[src/rtl/cpu_multicycle.sv]
// cpu_multicycle: four-phase multicycle core (FETCH -> DECODE -> EXECUTE -> WRITEBACK) with a debug register read port.
// Optional macro CPU_ILLEGAL_HALT_EN: undefined opcodes halt the core (illegal=1) instead of executing as NOP.

module cpu_multicycle #(
   parameter int WORD_SIZE = 8,
   parameter int ADDR_SIZE = 8,
   parameter int REG_COUNT = 8,
   localparam int RB = $clog2(REG_COUNT)
) (
   input  logic                     clk,
   input  logic                     rst,
   output logic                     imem_req,
   output logic [ADDR_SIZE-1:0]     imem_addr,
   input  logic                     imem_ack,
   input  logic [2*WORD_SIZE-1:0]   imem_data,
   output logic [ADDR_SIZE-1:0]     pc,
   output logic                     halted,
   output logic                     illegal,
   input  logic [RB-1:0]            dbg_idx,
   output logic [WORD_SIZE-1:0]     dbg_data
);

   // Fetch handshake: imem_req is high for the whole FETCH state with imem_addr held at pc;
   // the transfer completes on the rising edge where imem_req and imem_ack are both high.

   localparam logic [4:0] OP_NOP  = 5'h00;
   localparam logic [4:0] OP_ADD  = 5'h01;
   localparam logic [4:0] OP_SUB  = 5'h02;
   localparam logic [4:0] OP_AND  = 5'h03;
   localparam logic [4:0] OP_OR   = 5'h04;
   localparam logic [4:0] OP_XOR  = 5'h05;
   localparam logic [4:0] OP_MOV  = 5'h06;
   localparam logic [4:0] OP_SET  = 5'h10;
   localparam logic [4:0] OP_JMP  = 5'h11;
   localparam logic [4:0] OP_JZ   = 5'h12;
   localparam logic [4:0] OP_HALT = 5'h1F;

   typedef enum logic [2:0] {
      S_FETCH,
      S_DECODE,
      S_EXECUTE,
      S_WRITEBACK,
      S_HALT
   } state_t;

   state_t                   state_q, state_d;
   logic [2*WORD_SIZE-1:0]   inst_q, inst_d;
   logic [ADDR_SIZE-1:0]     pc_q, pc_d;
   logic [WORD_SIZE-1:0]     regs_q [REG_COUNT];
   logic [WORD_SIZE-1:0]     regs_d [REG_COUNT];
   logic [WORD_SIZE-1:0]     op_a_q, op_a_d;
   logic [WORD_SIZE-1:0]     op_b_q, op_b_d;
   logic [WORD_SIZE-1:0]     result_q, result_d;
   logic                     flag_z_q, flag_z_d;
   logic                     flag_c_q, flag_c_d;
   logic                     wr_en_q, wr_en_d;
   logic                     jump_q, jump_d;
   logic                     halted_q, halted_d;
   logic                     illegal_q, illegal_d;

   logic [4:0]               opcode;
   logic [RB-1:0]            rx;
   logic [RB-1:0]            ry;
   logic [WORD_SIZE-1:0]     imm;
   logic [ADDR_SIZE-1:0]     jump_target;
   logic                     is_alu;
   logic                     is_write;
   logic [WORD_SIZE:0]       add_full;
   logic [WORD_SIZE-1:0]     alu_res;
   logic                     alu_c;

   assign opcode      = inst_q[2*WORD_SIZE-1 -: 5];
   assign rx          = inst_q[2*WORD_SIZE-6 -: RB];
   assign ry          = inst_q[2*WORD_SIZE-6-RB -: RB];
   assign imm         = inst_q[WORD_SIZE-1:0];
   assign jump_target = ADDR_SIZE'(imm);
   assign is_alu      = (opcode >= OP_ADD) && (opcode <= OP_XOR);
   assign is_write    = is_alu || (opcode == OP_MOV) || (opcode == OP_SET);
   assign add_full    = {1'b0, op_a_q} + {1'b0, op_b_q};

`ifdef CPU_ILLEGAL_HALT_EN
   logic is_defined;
   assign is_defined = is_alu || (opcode == OP_NOP) || (opcode == OP_MOV) || (opcode == OP_SET) ||
                       (opcode == OP_JMP) || (opcode == OP_JZ) || (opcode == OP_HALT);
`endif

   // Gated with rst so a fetch is never requested while the core is held in reset.
   assign imem_req  = (state_q == S_FETCH) && !rst;
   assign imem_addr = pc_q;
   assign pc        = pc_q;
   assign halted    = halted_q;
   assign illegal   = illegal_q;
   assign dbg_data  = regs_q[dbg_idx];

   always_comb begin
      alu_res = '0;
      alu_c   = 1'b0;
      case (opcode)
         OP_ADD: begin
            alu_res = add_full[WORD_SIZE-1:0];
            alu_c   = add_full[WORD_SIZE];
         end
         OP_SUB: begin
            alu_res = op_a_q - op_b_q;
            alu_c   = op_a_q < op_b_q;
         end
         OP_AND:  alu_res = op_a_q & op_b_q;
         OP_OR:   alu_res = op_a_q | op_b_q;
         OP_XOR:  alu_res = op_a_q ^ op_b_q;
         default: ;
      endcase
   end

   always_comb begin
      state_d   = state_q;
      inst_d    = inst_q;
      pc_d      = pc_q;
      regs_d    = regs_q;
      op_a_d    = op_a_q;
      op_b_d    = op_b_q;
      result_d  = result_q;
      flag_z_d  = flag_z_q;
      flag_c_d  = flag_c_q;
      wr_en_d   = wr_en_q;
      jump_d    = jump_q;
      halted_d  = halted_q;
      illegal_d = illegal_q;
      case (state_q)
         S_FETCH: begin
            if (imem_ack) begin
               inst_d  = imem_data;
               state_d = S_DECODE;
            end
         end
         S_DECODE: begin
            op_a_d  = regs_q[rx];
            op_b_d  = regs_q[ry];
            state_d = S_EXECUTE;
         end
         S_EXECUTE: begin
            wr_en_d = is_write;
            jump_d  = (opcode == OP_JMP) || ((opcode == OP_JZ) && flag_z_q);
            if (is_alu) begin
               result_d = alu_res;
               flag_z_d = (alu_res == '0);
               flag_c_d = alu_c;
            end else if (opcode == OP_MOV) begin
               result_d = op_b_q;
            end else if (opcode == OP_SET) begin
               result_d = imm;
            end
            state_d = S_WRITEBACK;
         end
         S_WRITEBACK: begin
            if (wr_en_q) begin
               regs_d[rx] = result_q;
            end
            if (opcode == OP_HALT) begin
               halted_d = 1'b1;
               state_d  = S_HALT;
            end
`ifdef CPU_ILLEGAL_HALT_EN
            else if (!is_defined) begin
               // pc is left on the offending instruction for post-mortem inspection.
               halted_d  = 1'b1;
               illegal_d = 1'b1;
               state_d   = S_HALT;
            end
`endif
            else begin
               pc_d    = jump_q ? jump_target : pc_q + ADDR_SIZE'(1);
               state_d = S_FETCH;
            end
         end
         S_HALT:  ;
         default: state_d = S_HALT;
      endcase
   end

   always_ff @(posedge clk or posedge rst) begin
      if (rst) begin
         state_q   <= S_FETCH;
         inst_q    <= '0;
         pc_q      <= '0;
         for (int i = 0; i < REG_COUNT; i++) begin
            regs_q[i] <= '0;
         end
         op_a_q    <= '0;
         op_b_q    <= '0;
         result_q  <= '0;
         flag_z_q  <= 1'b0;
         flag_c_q  <= 1'b0;
         wr_en_q   <= 1'b0;
         jump_q    <= 1'b0;
         halted_q  <= 1'b0;
         illegal_q <= 1'b0;
      end else begin
         state_q   <= state_d;
         inst_q    <= inst_d;
         pc_q      <= pc_d;
         regs_q    <= regs_d;
         op_a_q    <= op_a_d;
         op_b_q    <= op_b_d;
         result_q  <= result_d;
         flag_z_q  <= flag_z_d;
         flag_c_q  <= flag_c_d;
         wr_en_q   <= wr_en_d;
         jump_q    <= jump_d;
         halted_q  <= halted_d;
         illegal_q <= illegal_d;
      end
   end

endmodule
[config.mk]
export PLATFORM = sky130hd
export DESIGN_NAME = cpu_multicycle
export DESIGN_NICKNAME = d
export VERILOG_FILES = /design/src/rtl/cpu_multicycle.sv
export SDC_FILE = /design/constraint.sdc
export NUM_CORES = 1
export LEC_CHECK = 0
export ABC_AREA = 1
export ABC_CLOCK_PERIOD_IN_PS = 8100
export BUFFER_PORTS_ARGS = -buffer_cell sky130_fd_sc_hd__buf_2
export CAP_MARGIN = 15
export CORE_AREA = 2 2 120 122
export CTS_CLUSTER_SIZE = 28
export DETAILED_ROUTE_END_ITERATION = 6
export DIE_AREA = 0 0 122 124
export GPL_ROUTABILITY_DRIVEN = 0
export GPL_TIMING_DRIVEN = 0
export PLACE_DENSITY_LB_ADDON = 0.2
export SKIP_LAST_GASP = 1
export SYNTH_ARGS = -nofsm -noshare
export SYNTH_HDL_FRONTEND = slang
export SYNTH_SLANG_ARGS = --single-unit
[constraint.sdc]
create_clock -name clk -period 8.1 [get_ports clk]
set_input_delay 1.215 -clock clk [delete_from_list [all_inputs] [get_ports clk]]
set_output_delay 1.215 -clock clk [all_outputs]
set_load 0.05 [all_outputs]
==> impl_results.md <==
- CP required: a little under 7 ns
- Seq/Total Area, Yosys: 0.4003
- Final worst path period share: 0.5238
- Worst Path Arrival: 3.03 ns
- Worst min-delay path class: register to register
- End-of-flow core utilization: 0.6177
- Mean Syn Cell Area: 7.507 um2
- Avg Vias per Cell: 5.774
- Initial Util: 0.5423
- Clk pin slew, worst setup/hold paths: 0.05 ns
- Post-synth top cells: nand2_1 (168), o21ai_0 (158), dfrtp_1 (119)
- Clk Latency, worst-skew pair: 0.43 ns
- Met1 Usage GRT: 0.4082
- Reg area: 0.002978 mm2
- # port buffers: 46
- Final hold vios: 0
- Global-route wire length before repair: 35820 um
- Crit path largest cell delay: 0.36 ns
- Syn Nets: 1039
- Met2 usage in global routing: 0.5066
- Max transition margin: 0.3512
- Post-Synthesis Cell Area: 0.007440 mm2
- Post-route cell area: 0.008474 mm2
- # clock sinks: 119
- RSZ-0062 raised after global routing: false
- Switching part of the total: 0.4766
- Vias: 7217
- Detailed placement HPWL: 16750 um
- Net Sw Power: ~0.0015 W
- Iter 0 DRT Violations: 747
- Die area: 0.01513 mm2
- Leak Pwr: 3.902 nW
- Clk_skew: 0.008483 ns
- Logic gate share of total power: 0.495
- Crit path time final: 4.243 ns
- Critical path's top delay family: buffers and inverters
- Post-synth EDFFs: 0
- Post-synth top area share: 0.4003
- Layout cells sized above 1: 0.1364
- Multi-input logic area: 0.003727 mm2
- Placed Area: 0.007928 mm2
- Row count: 43
- Pwr Density: 373.2 mW/mm2
- Drt wl/cell: around 18 um
- Max cap viols: 0
- Antenna-violating nets left: 0
- DRC errors left: 0
- Post-CTS Resized: 0
- Top_reg_cell synth: dfrtp_1
- Crit path launch type: primary input
- Top cells by area, synth: dfrtp_1 (40%), o21ai_0 (11%), nand2_1 (8.5%), a21oi_1 (6.9%), inv_1 (5.3%)
- Critical-path cell with the highest stage delay: clkbuf_1
- Initial antenna violation count: 0
- Inserted Clock Buffers: 17
- Ports: 49
- Area leader, netlist: dfrtp_1
- CP Class: primary input to output port
- GRT busiest layer: met2
- Register bit count reported by yosys: 119
- Internal: 0.001655 W
- Seq pwr share: 0.288
- GR Util met3: 0.05495
- Synth unique cells: 47
- TritonCTS clock tree: done
- Die W: roughly 120 um
- Crit-path most repeated cell: buf_2
- Pre-antenna DRT Iters: 6
- Fillers: 1274
- Root Buffer: clkbuf_16
- Maximum clock rate: 235.7 MHz
- Total negative slack: 0 ns
- Pin count of the biggest net entering global routing: 62
- GRT Util Overall: 0.3129
- WP buf/inv: 4
- Core Area: 0.01372 mm2
- Mapped Cells: 991
- Nets: 1105
- CP cell instances: buf_2, clkinv_1, clkbuf_1, a21oi_1, o21ai_0, a31oi_1, buf_2
- PnR Total Power: 0.003163 W
- Number of antenna diodes: 0
- Clock power frac: 0.218
- CP Capture Type: output port
- VDD IR max: 181.7 uV
- Slew Limit Fails: 0
- Most common cell in the synthesized netlist: nand2_1
- Post-CTS Hold Fix Bufs: 0
- Setup repair bufs after CTS: 0
- Outcome: finished clean
- Die height: 124 um
- Area Growth Syn to Fin: 13.91%
- Grt ovf: 0
- Synth warn: 0
- Worst slew pin tran: 0.9658 ns
- Vias in the first global route: around 7000
- Hold slack: 0.4624 ns
- H-tree depth: 4
- Ys async rst share: 1.000
- CTS Buffer Depth: 2
- Setup violators final: 0
- DRT Wirelength: between 20000 and 25000 um
- Worst Path Max Fanout: 10
## per-layer routing
metal	vias to the layer above	part of all wire
met4	0	0.043
met3	69	0.068
met5	-	0
met2	310	0.47
li1	3452	-
met1	3386	0.42
## stage by stage
step,instances,worst slack [ns]
after floorplan,991,3.728
after global placement,1217,2.358
after detailed placement,1218,3.948
after CTS,1250,3.934
after global routing,1250,3.766
final,1250,3.857
## registers in the layout, summed over array words and instances (netlist names)
register / flops
imem_addr: 8
jump_q: 1
flag_z_q: 1
result_q: 8
regs_q: 64
op_a_q: 8
wr_en_q: 1
halted: 1
op_b_q: 8
state_q: 3
inst_q: 16
## power by group through the flow
| stage | Sequential (W) | Clock (W) | Combinational, W |
|---|---|---|---|
| finish | 0.000909 | 0.000688 | 0.00156 |
| global route | 0.000930 | 0.000725 | 0.00174 |
| CTS | 0.000905 | 0.000695 | 0.00154 |
| detailed placement | 0.000912 | 0 | 0.00153 |
| global placement | 0.000910 | 0 | 0.00150 |
| floorplan | 0.000940 | 0 | 0.00110 |
## worst register-to-register path: stages, from the launching register on
cell,delay (ns)
dfrtp_1,0.37
buf_6,0.14
inv_2,0.07
nand2_1,0.06
nor2_2,0.17
nand2_2,0.17
nand2_1,0.09
o21ai_0,0.15
fa_1,0.54
inv_1,0.04
nand3_1,0.07
nand2_1,0.05
nor2_1,0.26
nand2_1,0.09
nor2_1,0.19
nand3_1,0.11
nor2_1,0.10
nand3_1,0.11
nand2_1,0.07
## worst paths after layout
path / start / end / slack, ns / cells after the start
max in group asynchronous: rst / imem_addr[2] / 6.55 / 3
max reg2reg: inst_q[13] / flag_z_q / 5.18 / 18
min in group asynchronous: rst / state_q[0] / 0.86 / 2
min reg2reg: halted / halted / 0.46 / 2
min: halted / halted / 0.46 / 2
max: dbg_idx[0] / dbg_data[2] / 3.86 / 7
## cells in the final DEF (no fill, tap or decap), types with 2 or more instances in the layout
cell	netlist	final
a31oi_1	11	11
clkbuf_1	27	28
nor3_2	2	2
nand2_2	6	6
clkbuf_16	0	17
nand2_1	168	168
o22ai_1	5	5
a22oi_1	4	4
dfrtp_1	119	119
xor2_1	7	7
o21ai_1	49	49
buf_2	6	52
nand2_4	3	3
clkinvlp_4	0	4
inv_2	8	8
inv_1	106	105
o211a_1	2	2
clkinv_2	0	4
ha_1	25	25
clkinv_1	2	2
o21ai_2	4	4
a21oi_1	102	102
buf_4	9	9
nand4_1	10	10
clkbuf_8	0	3
nor2_1	66	66
buf_6	8	8
o21ai_0	158	158
a221oi_1	3	3
nor3_1	6	6
nor2_4	6	6
mux2_2	5	5
o211ai_1	6	6
xnor2_1	2	2
clkinv_4	0	3
nand3_1	36	36
or2_2	2	2
nor2_2	4	4
## cell type report
type | count | area share
Buffer | 51 | 0.03455
Tap cell | 180 | 0.02658
Sequential cell | 119 | 0.3514
Multi-Input combinational cell | 704 | 0.4398
Timing Repair Buffer | 47 | 0.03041
Inverter | 117 | 0.05271
Clock inverter | 11 | 0.009006
Clock buffer | 21 | 0.05551
## cell families (layout without fill, tap and decap cells)
group / Yosys count / count (layout) / synth area share
AO/OA/AOI/OAI: 349 / 349 / 0.2494
AND/OR/NAND/NOR: 314 / 314 / 0.1882
buffers and inverters: 168 / 247 / 0.09872
flip-flops: 119 / 119 / 0.4003
adder cells (fa/ha/maj): 26 / 26 / 0.04474
XOR/XNOR: 9 / 9 / 0.01060
multiplexers: 5 / 5 / 0.007568
other: 1 / 1 / 0.0005041
No activity file was read; power rests on OpenSTA's default activity.
